<file path="config.mk">
export PLATFORM = sky130hd
export DESIGN_NAME = if_fetch_unit
export DESIGN_NICKNAME = d
export VERILOG_FILES = /design/src/rtl/if_fetch_unit.sv
export SDC_FILE = /design/constraint.sdc
export NUM_CORES = 1
export LEC_CHECK = 0
export CAP_MARGIN = 20
export CORE_MARGIN = 2
export CORE_UTILIZATION = 30
export DETAILED_ROUTE_END_ITERATION = 16
export SLEW_MARGIN = 25
export SYNTH_ARGS = -nofsm -noshare
export SYNTH_HDL_FRONTEND = slang
export SYNTH_SLANG_ARGS = --single-unit
</file>
<file path="constraint.sdc">
create_clock -name clk -period 2.7 [get_ports clk]
set_input_delay 0.27 -clock clk [delete_from_list [all_inputs] [get_ports clk]]
set_output_delay 0.27 -clock clk [all_outputs]
set_load 0.03 [all_outputs]
</file>
<file path="src/rtl/if_fetch_unit.sv">
// Instruction-fetch stage: owns the PC, talks to a variable-latency
// instruction memory over a req/ready handshake and buffers one fetched
// instruction until the IF/ID register takes it. Stalls hold the buffer;
// a redirect flushes it and restarts fetching at the redirect target.
module if_fetch_unit #(
    parameter logic [31:0] RESET_PC     = 32'h0000_0000,
    parameter logic [31:0] BUBBLE_INSTR = 32'hFC00_0000
) (
    input  logic        clk,
    input  logic        rst_n,
    input  logic        c_IFIDWrite,
    input  logic        c_redirect,
    input  logic [31:0] redirect_pc,
    output logic        imem_req,
    output logic [31:0] imem_addr,
    input  logic        imem_ready,
    input  logic [31:0] imem_rdata,
    output logic        fetch_valid,
    output logic [5:0]  ctr_out,
    output logic [5:0]  funcode_out,
    output logic [31:0] instru_out,
    output logic [31:0] nextpc_out
);

    typedef enum logic [1:0] {
        IDLE,
        REQ,
        HOLD
    } state_t;

    state_t      state_q, state_d;
    logic [31:0] pc_q, pc_d;
    logic [31:0] buf_instr_q, buf_instr_d;
    logic [31:0] buf_nextpc_q, buf_nextpc_d;

    logic [31:0] pc_plus4;
    logic [31:0] redirect_target;
    logic        show_buf;

    // PC increment wraps modulo 2^32; redirect targets are forced word aligned
    assign pc_plus4        = pc_q + 32'd4;
    assign redirect_target = redirect_pc & ~32'd3;

    // Next-state and datapath update for the fetch FSM
    always_comb begin
        state_d      = state_q;
        pc_d         = pc_q;
        buf_instr_d  = buf_instr_q;
        buf_nextpc_d = buf_nextpc_q;
        case (state_q)
            IDLE: begin
                state_d = REQ;
                if (c_redirect) begin
                    pc_d = redirect_target;
                end
            end
            REQ: begin
                if (c_redirect) begin
                    pc_d = redirect_target;
                end else if (imem_ready) begin
                    buf_instr_d  = imem_rdata;
                    buf_nextpc_d = pc_plus4;
                    pc_d         = pc_plus4;
                    state_d      = HOLD;
                end
            end
            HOLD: begin
                if (c_redirect) begin
                    pc_d         = redirect_target;
                    buf_instr_d  = BUBBLE_INSTR;
                    buf_nextpc_d = 32'd0;
                    state_d      = REQ;
                end else if (c_IFIDWrite) begin
                    if (imem_ready) begin
                        buf_instr_d  = imem_rdata;
                        buf_nextpc_d = pc_plus4;
                        pc_d         = pc_plus4;
                    end else begin
                        state_d = REQ;
                    end
                end
            end
            default: begin
                state_d = IDLE;
            end
        endcase
    end

    // State and buffer registers with asynchronous active-low reset
    always_ff @(posedge clk or negedge rst_n) begin
        if (!rst_n) begin
            state_q      <= IDLE;
            pc_q         <= RESET_PC;
            buf_instr_q  <= BUBBLE_INSTR;
            buf_nextpc_q <= 32'd0;
        end else begin
            state_q      <= state_d;
            pc_q         <= pc_d;
            buf_instr_q  <= buf_instr_d;
            buf_nextpc_q <= buf_nextpc_d;
        end
    end

    // A same-cycle redirect squashes whatever IF/ID would latch right now
    assign show_buf    = (state_q == HOLD) && !c_redirect;
    assign fetch_valid = show_buf;
    assign instru_out  = show_buf ? buf_instr_q : BUBBLE_INSTR;
    assign nextpc_out  = show_buf ? buf_nextpc_q : 32'd0;
    assign ctr_out     = instru_out[31:26];
    assign funcode_out = instru_out[5:0];

    // Request in REQ, or prefetch from HOLD when the buffer is being consumed
    assign imem_addr = pc_q;
    assign imem_req  = (state_q == REQ) ||
                       ((state_q == HOLD) && c_IFIDWrite && !c_redirect);

endmodule

</file>
==> impl.org, run 1 <==
** Setup path
- Category of the critical setup timing path :: reg2out
- Worst path slowest cell :: dfrtp_1
- Of all nets on the critical path, the largest fanout is 17.
- Required time at the endpoint of the critical path :: 2430 ps
- Data arrival time of the critical path :: between 2000 and 2500 ps
- Nature of the critical path startpoint :: flop
- Worst-path cell chain :: inv_1 > ha_1 > nand2b_1 > inv_1 > buf_4 > buf_4 > and2_1 > buf_12
- Critical path buffers and inverters :: 5
- Category of the worst setup path capture point :: output port
- On the critical path the largest part of the delay comes from buffers and inverters.
- Delay of the slowest cell on the worst path :: roughly 400 ps

** Clock network
- The later pin in the worst-skew pair is clocked with a latency of 350 ps.
- Clock Pin Slew Worst Setup and Hold Paths :: around 70 ps
- The clock passes through at most 2 buffers.
- TritonCTS built the clock tree.
- The number of clock buffers added by TritonCTS is 9.
- The root buffer cell chosen for the clock tree is clkbuf_16.
- Buffers added to address setup during post-CTS repair amount to 0.
- The H-tree was split into 3 levels.
- Sink Count :: 96

** Place
- Port-buffer cells :: 174
- Routability-driven placement finished with a final weighted congestion of between 0.8 and 0.9.
- Detailed placement ended at an HPWL of 11870 µm.

** Timing
- Number of pins exceeding their max-slew limit in the final report :: 0
- Relative slew slack :: 46.09%
- For the final routed database, the setup TNS stands at 0 ps.
- Pin slew with the least headroom to its limit :: ~810 ps
- Unrepaired setup endpoints after global routing :: no
- Setup violations remaining at the end of the flow were counted as 0.
- Across the routed clock network, the largest skew measured is approximately 8.1 ps.
- The number of endpoints with negative hold slack in the final report is 0.
- Post-route clock period utilization :: between 90% and 100%
- Across all hold checks on the routed design, the worst slack comes to about 450 ps.
- The worst path needs 2479 ps of the cycle, external delays included.
- For this run, the top clock speed supported by timing is 403.4 MHz.

** Global routing
- Vias in the first global route :: around 4600
- For this run, the total global-route usage over all layers was measured as 16.66%.
- The number of antenna violations at the first check in global routing came to 0.
- Congestion Overflow GR :: 0
- First-pass GRT wire length :: around 26000 µm
- Entering global routing, the biggest net connects 69 pins.

** Die
- Core area :: ~18000 µm²
- For this design the top-level I/O count stands at 179.
- Floorplan die area :: roughly 20000 µm²
- # rows :: 49
- The die is roughly 140 µm tall.
- The initial utilization of the core area, before any placement, comes to 30.77%.
- Die outline width :: 140.0 µm

** Synthesis
- The cell area that synthesis handed to floorplanning was about 5500 µm².
- Count of warnings emitted by yosys :: 0
- In this run the mean area of a mapped cell was just under 9 µm².
- Synthesis produced a netlist whose cell count is ~640.
- Seq/Total Area, Yosys :: 43.45%
- After synthesis the netlist holds a flip-flop and latch count of between 90 and 100.
- Counting distinct cell types in the post-synthesis netlist gives 51.

** Run status
- The flow ran to the end, and the final reports show no timing, DRC or antenna violations.

** Detailed routing
- The detail route stage leaves a number of antenna-violating nets equal to 0.
- Drt via density :: a little under 5
- In the final routed layout, each cell accounts on average for roughly 16 µm.
- First-pass DRT Iterations :: 4
- Wire length reported by the detailed router :: roughly 17000 µm
- For this run, design rule violations remaining after detail routing come to 0.
- Total vias in the final route :: roughly 5000
- 1st-iter DRT viols :: approximately 190

** Cells and area
- Of the cells placed in the final design, the portion with a size suffix greater than 1 is roughly 15%.
- Commonest non-fill, non-tap cell in the layout :: nand2_1
- The area growth from synthesis to layout is 41.48%.
- Count of antenna diodes in the layout :: 0
- The library cells used most frequently in the layout, excluding fill and tap cells, are nand2_1, clkdlybuf4s50_1, dfrtp_1, and2_1, buf_4.
- At the end of the flow, the number of nets in the layout was 851.

** Worst hold path
- Worst hold path class :: in2reg

** Power and ir drop
- The worst-case IR drop observed on VDD is slightly above 0.6 mV.
- LEAKAGE :: ~3.4 nW
- Power density cells :: roughly 1100 nW/µm²

** Flow run
- Max-capacitance violation count :: 0
power by group:
group	internal (W)	switching (W)
clock network	0.000936	0.000575
registers	0.00215	0.000645
logic	0.00184	0.00249
total	0.00492	0.00371
cells in the mapped netlist, drive strengths merged:
library cell / number / area share [%]
inv: 5 / 0.34
o2bb2ai: 1 / 0.16
xor2: 21 / 3.3
nor2: 22 / 1.5
a41oi: 1 / 0.16
nand4: 11 / 1.6
conb: 1 / 0.068
nor4: 3 / 0.61
o41a: 1 / 0.38
nor2b: 3 / 0.34
a32oi: 1 / 0.16
and2: 63 / 7.1
mux2i: 1 / 0.18
o2bb2a: 4 / 0.72
or2: 3 / 0.34
o22a: 3 / 0.47
dfrtp: 90 / 41
and3: 11 / 1.2
buf: 35 / 4.2
a21oi: 58 / 5.2
nand2: 107 / 7.3
ha: 5 / 1.1
nand3: 48 / 4.3
o21ai: 38 / 3.4
o311ai: 1 / 0.16
o2111a: 1 / 0.20
a21o: 2 / 0.27
xnor2: 7 / 1.1
nand2b: 11 / 1.2
nor3: 4 / 0.97
dfstp: 6 / 2.8
o41ai: 1 / 0.29
o31ai: 1 / 0.14
o22ai: 16 / 1.8
a22oi: 2 / 0.27
and4: 3 / 0.47
a31oi: 4 / 0.45
o211ai: 3 / 0.41
clkbuf: 26 / 2.3
a2bb2oi: 12 / 1.9
o2111ai: 1 / 0.27
worst min-delay path, delay by kind of cell:
family,cells,cell delay [ps]
buffers and inverters,1,400
and+or+nand+nor,2,130
cells by family after synthesis:
logic type               after synthesis  share of synthesized area, %
buffers and inverters                 66                         6.835
flip-flops                            96                         43.45
AND/OR/NAND/NOR                      289                         27.05
XOR/XNOR                              28                         4.421
AO/OA/AOI/OAI                        151                         16.87
adder cells (fa/ha/maj)                5                         1.128
other                                  1                       0.06761
multiplexers                           1                        0.1805
worst paths after layout:
kind | start | end | slack (ps) | depth (start not counted)
setup / recovery | state_q[0] | nextpc_out[4] | 220 | 8
hold / removal | imem_rdata[30] | buf_instr_q[30] | 450 | 3
setup reg to reg | state_q[0] | imem_addr[18] | 550 | 6
hold reg to reg | buf_instr_q[30] | buf_instr_q[30] | 480 | 2
max in group asynchronous | rst_n | buf_nextpc_q[23] | 1510 | 3
min in group asynchronous | rst_n | buf_instr_q[6] | 470 | 2
sequential cells by signal (all words and copies together), names as in the netlist:
| register | cells |
|---|---|
| buf_nextpc_q | 32 |
| buf_instr_q | 32 |
| state_q | 2 |
| imem_addr | 30 |
per-stage QoR:
step / utilization [%] / cell area [µm²] / setup slack (ps) / std cells / power, W
after global placement: 41.34 / 7452 / 419.9 / 994 / 0.007104
final: 43.54 / 7848 / 220.8 / 1011 / 0.008630
after floorplan: - / 5550 / 706.7 / 638 / 0.005677
after CTS: 43.37 / 7818 / 57.18 / 1011 / 0.008725
after global routing: 43.54 / 7848 / 27.82 / 1011 / 0.009251
after detailed placement: 41.34 / 7452 / 402.7 / 994 / 0.007170
layout make-up:
cell class                      count  area (µm²)
Clock inverter                      6       116.4
Inverter                            5       18.77
Timing Repair Buffer              189        1994
Sequential cell                    96        2410
Clock buffer                       10       239.0
Multi-Input combinational cell    476        2783
Tap cell                          229       286.5
Fill cell                        1786       10180
what timing repair did:
item / 4_1_cts / 5_1_grt
endpoints found under the hold margin: 34 / 0
endpoints found under the setup margin: 0 / 12
resized for setup: 0 / 12
hold buffers: 1 / 0
per-layer routing:
metal / GRT usage, % / part of all wire [%]
met4: 4.842 / 1.4
met5: 0 / 0
met1: 24.86 / 49
met2: 24.54 / 44
met3: 3.179 / 5.5
Power figures use the tool's default switching activity.
==> run 2, diff against run 1 <==
--- a/config.mk
+++ b/config.mk
@@ -6,7 +6,7 @@
 export NUM_CORES = 1
 export LEC_CHECK = 0
 export CAP_MARGIN = 20
-export CORE_MARGIN = 2
+export CORE_MARGIN = 1.5
 export CORE_UTILIZATION = 30
 export DETAILED_ROUTE_END_ITERATION = 16
 export SLEW_MARGIN = 25
==> run 2 against run 1 <==
Compared with the run above:
- wire length shrank 0.70%
- largest cell class unchanged
- global-route usage increased by 0.67 points
- flip-flop and latch count unchanged
- combinational power increased by 1%
- design area about the same
- highest routed layer unchanged
- critical path type unchanged
- register-to-register slack worse by 70 ps
- clock power shrank 14%
- largest power group unchanged
- final cell count increased by 0.40%
- clock-buffer cell count is 1 higher
==> impl.org, run 2 (synthesized netlist as in run 1, its figures left out) <==
** Timing
- Endpoints failing hold :: 0 (unchanged)
- The worst slew margin relative to its limit is 48.07% (+2.0 points).
- Final-layout setup total negative slack :: 0 ps (unchanged)
- Time the final worst path needs with I/O delays and setup :: 2543 ps (+63.57 ps)
- The post-route worst hold slack is 434.6 ps (-14.42 ps).
- The count of final setup violators was 0 (unchanged).
- Post-route clock period utilization :: 94.18% (+2.4 points)
- Number of pins exceeding their max-slew limit in the final report :: 0 (unchanged)
- The post-layout worst setup margin came to 157.2 ps (-63.57 ps).
- Pin slew with the least headroom to its limit :: 779.0 ps (-29.69 ps)
- Maximum clock frequency :: 393.3 MHz (-2.5%)
- Unrepaired setup endpoints after global routing :: no
- The worst clock skew on the final layout is 5.543 ps (-2.522 ps).

** Detailed routing
- Drt via density :: 4.946 (about the same)
- Wire length reported by the detailed router :: 16510 µm (-0.70%)
- The routed length per instance is 16.27 µm (-1.1%).
- The via count of the routed design came to 5020 (+0.36%).
- First-pass DRT Iterations :: 4 (unchanged)
- The DRC violation count after routing was 0 (unchanged).
- The initial DRC count was 203 (+8.6%).
- The remaining antenna violation count after routing came to 0 (unchanged).

** Place
- Total cell area at the placement stage :: 7520 µm² (+0.91%)
- The placer's final routability congestion estimate was 0.7813 (-10%).
- The total of buffers placed on input and output ports was 174 (unchanged).
- Setup slack at placement :: 420.2 ps (+17.46 ps)
- HPWL after detailed placement :: 11800 µm (-0.60%)

** Cells and area
- The final net count was 855 (+0.47%).
- Final core utilization :: 43.54% (about the same)
- Commonest cells after routing, fill and taps aside :: nand2_1, clkdlybuf4s50_1, dfrtp_1, and2_1, buf_4
- Count of antenna diodes in the layout :: 0 (unchanged)
- Post-route standard cell area excluding fillers :: 7849 µm² (about the same)
- The signed area change from the synthesized netlist to the final layout was 41.51% (about the same).
- The share of post-route cells with drive strength above 1 came to 15.39% (+0.30 points).
- Leaving out fill and tap cells, the most frequent cell in the layout is nand2_1.

** Setup path
- Data arrival time of the critical path :: 2270 ps (+60 ps)
- The sum of buffers and inverters on the critical path was 4 (-1).
- STA classifies the critical path startpoint as a flop.
- Delay of the slowest cell on the worst path :: 600 ps (+200 ps)
- Reg-to-reg slack, setup :: 480 ps (-70 ps)
- Highest fanout seen on the critical path :: 39 (+22)
- The slowest stage of the critical path belongs to the cell clkdlybuf4s50_1.
- Grouping stages by cell kind, the critical path spends the most delay in buffers and inverters.
- The critical path goes through inv_1 > ha_2 > nand2b_1 > inv_1 > buf_12 > nand2b_1 > clkdlybuf4s50_1.
- STA classifies the critical path endpoint as an output port.
- The worst path required time came to 2430 ps (about the same).
- By startpoint and endpoint, the worst setup path is classified as reg2out.

** Power and ir drop
- The switching part of the total power was 44.14% (+1.2 points).
- The leakage power summed over all cells was 3.341 nW (-0.32%).
- Pint :: 0.004726 W (-4.0%)
- The fraction of power consumed by the clock network was 15.3% (-2.2 points).
- The power dissipated by switching net loads came to 0.003734 W (+0.69%).
- Power density cells :: 1078 nW/µm² (-2.0%)
- The maximum VDD drop is 0.6734 mV (+12%).
- The proportion of power drawn by combinational gates is 51.6% (+1.5 points).
- Sequential cell fraction of total power :: 33.1% (+0.7 points)

** Flow run
- Max-capacitance violation count :: 0 (unchanged)

** Clock network
- TritonCTS Buffers :: 9 (unchanged)
- Clock Tree Buf Depth :: 2 (unchanged)
- The post-CTS clock slew at the launch and capture registers of the worst setup and hold paths was 70 ps (about the same).
- The number of sinks handled by clock tree synthesis is 96 (unchanged).
- Clock Latency Late Sink :: 350 ps (about the same)
- The post-CTS repair timing setup buffer count came to 0 (unchanged).
- TritonCTS built the clock tree.
- Library cell used as clock root buffer :: clkbuf_16
- H-Tree Depth :: 3 (unchanged)

** Global routing
- Global-route usage over all layers :: 17.33% (+0.67 points)
- First-pass GRT wire length :: 26520 µm (+2.5%)
- The total overflow reported by the global router is 0 (unchanged).
- Pin count of the biggest net entering global routing :: 69 (unchanged)
- The via count of the first global-routing pass came to 4836 (+5.5%).
- Initial antenna violation count :: 0 (unchanged)

** Die
- Die outline width :: 139.0 µm (-0.71%)
- # rows :: 49 (unchanged)
- The placeable core area came to 18020 µm² (unchanged).
- Floorplan die area :: 19310 µm² (-1.4%)
- The I/O pin count was 179 (unchanged).
- The effective utilization at floorplan came to 30.77% (unchanged).
- The y dimension of the die came to 139.0 µm (-0.71%).

** Worst hold path
- The worst hold path belongs to the class in2reg.

** Run status
- The run finished with clean final reports.
==> run 2: area by class of cell <==
| type | instances | area [µm²] |
|---|---|---|
| Inverter | 5 | 18.77 |
| Multi-Input combinational cell | 476 | 2785 |
| Clock inverter | 5 | 56.30 |
| Tap cell | 229 | 286.5 |
| Clock buffer | 11 | 232.7 |
| Fill cell | 1829 | 10180 |
| Timing Repair Buffer | 193 | 2059 |
| Sequential cell | 96 | 2410 |
==> run 2: worst paths after layout <==
check                                     start              end  cells after the start
worst min-delay path             imem_rdata[29]  buf_instr_q[29]                      3
worst min register to register  buf_instr_q[29]  buf_instr_q[29]                      2
worst max-delay path                 state_q[0]       ctr_out[1]                      7
min in group asynchronous                 rst_n   buf_instr_q[8]                      2
max in group asynchronous                 rst_n  buf_instr_q[28]                      3
worst max register to register       state_q[1]    imem_addr[28]                      8
==> run 2: stage by stage <==
stage,total power (W),std cells
5_1_grt,0.009091,1015
6_report,0.008460,1015
2_1_floorplan,0.005677,638
3_5_place_dp,0.007232,998
4_1_cts,0.008566,1015
3_3_place_gp,0.007154,998
==> run 2: metal layers <==
metal  routed length, µm  up-vias  track usage [%]  share of wire, %
met2                7277      167            26.26                44
met4                 272        0            6.360               1.6
met1                8017     2351            24.39                49
met5                   0        -                0                 0
met3                 942       17            3.557               5.7
li1                    -     2485                -                 -
==> run 2: worst min-delay path, delay by kind of cell <==
kind / cells / cell delay (ps)
buffers and inverters: 1 / 390
AND/OR/NAND/NOR: 2 / 130
==> run 2: power by group through the flow <==
stage / sequential, W / clock (W) / combinational (W)
final: 0.00280 / 0.00130 / 0.00437
after global placement: 0.00281 / 0 / 0.00435
after CTS: 0.00280 / 0.00134 / 0.00442
after floorplan: 0.00306 / 0 / 0.00261
after global routing: 0.00291 / 0.00139 / 0.00478
after detailed placement: 0.00283 / 0 / 0.00441
==> run 2: timing repair <==
| item | in CTS | in global routing |
|---|---|---|
| endpoints found under the hold margin | 36 | 0 |
| hold buffers | 1 | 0 |
| setup endpoints to repair | 0 | 13 |
| resized for setup | 0 | 12 |
==> run 3, diff against run 2 <==
--- a/config.mk
+++ b/config.mk
@@ -8,6 +8,7 @@
 export CAP_MARGIN = 20
 export CORE_MARGIN = 1.5
 export CORE_UTILIZATION = 30
+export CTS_CLUSTER_SIZE = 28
 export DETAILED_ROUTE_END_ITERATION = 16
 export SLEW_MARGIN = 25
 export SYNTH_ARGS = -nofsm -noshare
==> constraint.sdc (replaced) <==
create_clock -name clk -period 2.2 [get_ports clk]
set_input_delay 0.22 -clock clk [delete_from_list [all_inputs] [get_ports clk]]
set_output_delay 0.22 -clock clk [all_outputs]
set_load 0.03 [all_outputs]
==> run 3 against run 2 <==
Compared with the run above:
- flip-flop and latch count is the same
- sequential power grew 19%
- sequential share of layout area shrank 0.76 points
- register-to-register slack lost 330 ps
- clock power grew 36%
- wire length grew 0.93%
- clock skew grew 0.57 ps
- design area grew 2.5%
- critical path depth is the same
- first-iteration DRC count shrank 3.9%
- die area is the same
- power grew 28%
- critical path type unchanged
==> impl.org, run 3 (synthesized netlist as in run 1, its figures left out) <==
** Die
- Initial standard-cell utilization of the core :: 30.77% (unchanged)
- # rows :: 49 (unchanged)
- IO Count :: 179 (unchanged)
- Floorplan die area :: 19310 µm² (unchanged)
- The y dimension of the die is 139.0 µm (unchanged).
- Die outline width :: 139.0 µm (unchanged)
- Core area :: 18020 µm² (unchanged)

** Cells and area
- Area growth from synthesis to layout :: 45.09%
- The library cells used most frequently in the layout, excluding fill and tap cells, are nand2_1, clkdlybuf4s50_1, dfrtp_1, buf_4, and2_1.
- The share of post-route cells with drive strength above 1 came to 17.74% (+2.3 points).
- Post-route standard cell area excluding fillers :: 8048 µm² (+2.5%)
- Final core utilization :: 44.65% (+1.1 points)
- The library cell used most frequently in the layout, excluding fill and tap cells, is nand2_1.
- Count of antenna diodes in the layout :: 0 (unchanged)
- Fin nets :: 875 (+2.3%)

** Setup path
- Critical path buffers and inverters :: 4 (unchanged)
- STA classifies the critical path endpoint as an output port.
- On the critical path, the stage with the largest delay is an instance of dlygate4sd2_1.
- In this design, the critical path's most frequently occurring cell is nand2b_1.
- In this design, the largest share of critical-path delay is due to buffers and inverters.
- Data arrival time of the critical path :: 1860 ps (-410 ps)
- Required time at the endpoint of the critical path :: 1980 ps (-450 ps)
- The critical path goes through inv_1 > ha_1 > nand2b_1 > inv_2 > buf_12 > nand2b_1 > dlygate4sd2_1.
- Reg-to-reg slack, setup :: 150 ps (-330 ps)
- Critical register-to-register path endpoint :: imem_addr[15]
- Nature of the critical path startpoint :: flop
- The maximum fanout along the worst path was 16 (-59%).
- Worst reg2reg path startpoint :: state_q[1]
- Category of the critical setup timing path :: reg2out
- The number of cells traversed by the worst register-to-register path came to 6 (-2).
- Delay of the slowest cell on the worst path :: 400 ps (-200 ps)

** Place
- Final RePlAce weighted congestion :: 0.7841 (+0.36%)
- The total of buffers placed on input and output ports came to 174 (unchanged).
- The half-perimeter wire length after placement was 11900 µm (+0.92%).
- Total cell area at the placement stage :: 7680 µm² (+2.1%)

** Run status
- Outcome :: completed

** Clock network
- H-Tree Depth :: 3 (unchanged)
- The total clock buffers created by CTS was 9 (unchanged).
- The number of sinks handled by clock tree synthesis was 96 (unchanged).
- The clock latency at the later pin of the worst-skew pair is 350 ps (about the same).
- TritonCTS built the clock tree.
- The maximum buffer depth of the clock tree is 2 (unchanged).
- Clock Pin Slew Worst Setup and Hold Paths :: 70 ps (about the same)
- Library cell used as clock root buffer :: clkbuf_16

** Timing
- Count of final setup violators :: 0 (unchanged)
- Post-route clock period utilization :: 94.61%
- Worst-case clock skew :: 6.111 ps (+0.5685 ps)
- Relative slew slack :: 62.62% (+15 points)
- Unrepaired setup endpoints after global routing :: no
- Worst-case hold slack :: 397.8 ps (-36.79 ps)
- The count of final max-slew check failures is 0 (unchanged).
- Based on the critical path, the design can be clocked at up to 480.5 MHz.
- The pin slew with the least headroom to its limit came to 560.7 ps (-218.3 ps).
- Time the final worst path needs with I/O delays and setup :: around 2100 ps
- Final-layout setup total negative slack :: 0 ps (unchanged)
- The number of endpoints with negative hold slack in the final report is 0 (unchanged).

** Detailed routing
- The routed length per instance was 16.10 µm (-1.0%).
- Total vias in the final route :: 5005 (-0.30%)
- Wire length reported by the detailed router :: 16660 µm (+0.93%)
- The initial DRC count was 195 (-3.9%).
- The remaining antenna violation count after routing was 0 (unchanged).
- The per-cell via count in the routed design came to 4.836 (-2.2%).
- Remaining DRCs :: 0 (unchanged)
- The number of iterations in the first detailed-routing pass came to 4 (unchanged).

** Power and ir drop
- LEAKAGE :: 3.448 nW (+3.2%)
- Power density cells :: 1343 nW/µm² (+25%)
- The maximum VDD drop is 0.6644 mV (-1.3%).

** Global routing
- The maximum number of pins on one net before global-route repair came to 69 (unchanged).
- Vias in the first global route :: 4770 (-1.4%)
- The number of antenna violations at the first check in global routing came to 0 (unchanged).
- Congestion Overflow GR :: 0 (unchanged)
- The global routing usage summed across all routing layers was 17.00% (-0.33 points).
- First-pass GRT wire length :: 26350 µm (-0.65%)

** Flow run
- Max-capacitance violation count :: 0 (unchanged)

** Worst hold path
- The min-delay analysis places its worst path in the category in2async.
run 3: changes by cell type in the layout (fill, tap and decap cells not counted), moves of 2 or more:
cell | previous run | this run
dlygate4sd2_1 | 0 | 12
dlymetal6s2s_1 | 11 | 0
clkinv_2 | 2 | 0
buf_6 | 0 | 2
buf_4 | 60 | 75
buf_12 | 25 | 27
run 3: stage by stage:
step                      total power (W)  setup WS [ps]  cells
after floorplan                  0.006968          206.7    638
after global placement           0.009008          138.5   1016
after detailed placement         0.009104          113.1   1016
after CTS                         0.01091          1.221   1033
after global routing              0.01157          3.639   1035
final                             0.01081          118.6   1035
run 3: where the power goes:
part | switching (W) | internal, W | leakage, nW
combinational | 0.00323 | 0.00247 | 2.13
sequential | 0.000699 | 0.00264 | 1.16
clock | 0.000725 | 0.00104 | 0.158
total | 0.00466 | 0.00615 | 3.45
run 3: per-layer routing:
layer | share of wire (%) | GRT usage (%) | vias up
li1 | - | - | 2502
met1 | 49 | 24.72 | 2336
met2 | 44 | 25.92 | 155
met3 | 5.0 | 2.831 | 12
met4 | 1.1 | 4.934 | 0
met5 | 0 | 0 | -
run 3: cell type report:
type / count / area [µm²]
clock inverter: 5 / 87.58
sequential: 96 / 2410
tap: 229 / 286.5
timing repair buffer: 213 / 2217
inverter: 5 / 18.77
multi-input combinational: 476 / 2785
clock buffer: 11 / 242.7
fill: 1800 / 9977
run 3: worst reg2reg max path, delay by kind of cell (launching register included):
| kind | cells | cell delay [ps] |
|---|---|---|
| AO/OA/AOI/OAI | 3 | 790 |
| flip-flops | 1 | 410 |
| AND/OR/NAND/NOR | 1 | 340 |
| adder cells (fa/ha/maj) | 1 | 310 |
| buffers and inverters | 1 | 80 |
run 3: how the worst max path moves through the flow:
stage	from	to	slack, ps	depth (start not counted)
2_1_floorplan	imem_addr[2]	imem_addr[30]	210	6
5_1_grt	state_q[0]	instru_out[5]	4	8
6_report	state_q[0]	instru_out[30]	120	7
3_3_place_gp	c_redirect	ctr_out[1]	140	6
4_1_cts	state_q[0]	instru_out[0]	1	8
3_5_place_dp	c_redirect	instru_out[30]	110	6
run 3: timing repair:
action,4_1_cts,5_1_grt
endpoints found under the setup margin,14,40
hold endpoints to repair,37,0
gates resized for setup,13,3
hold buffers,1,0
buffers inserted,0,1
cloned,0,1
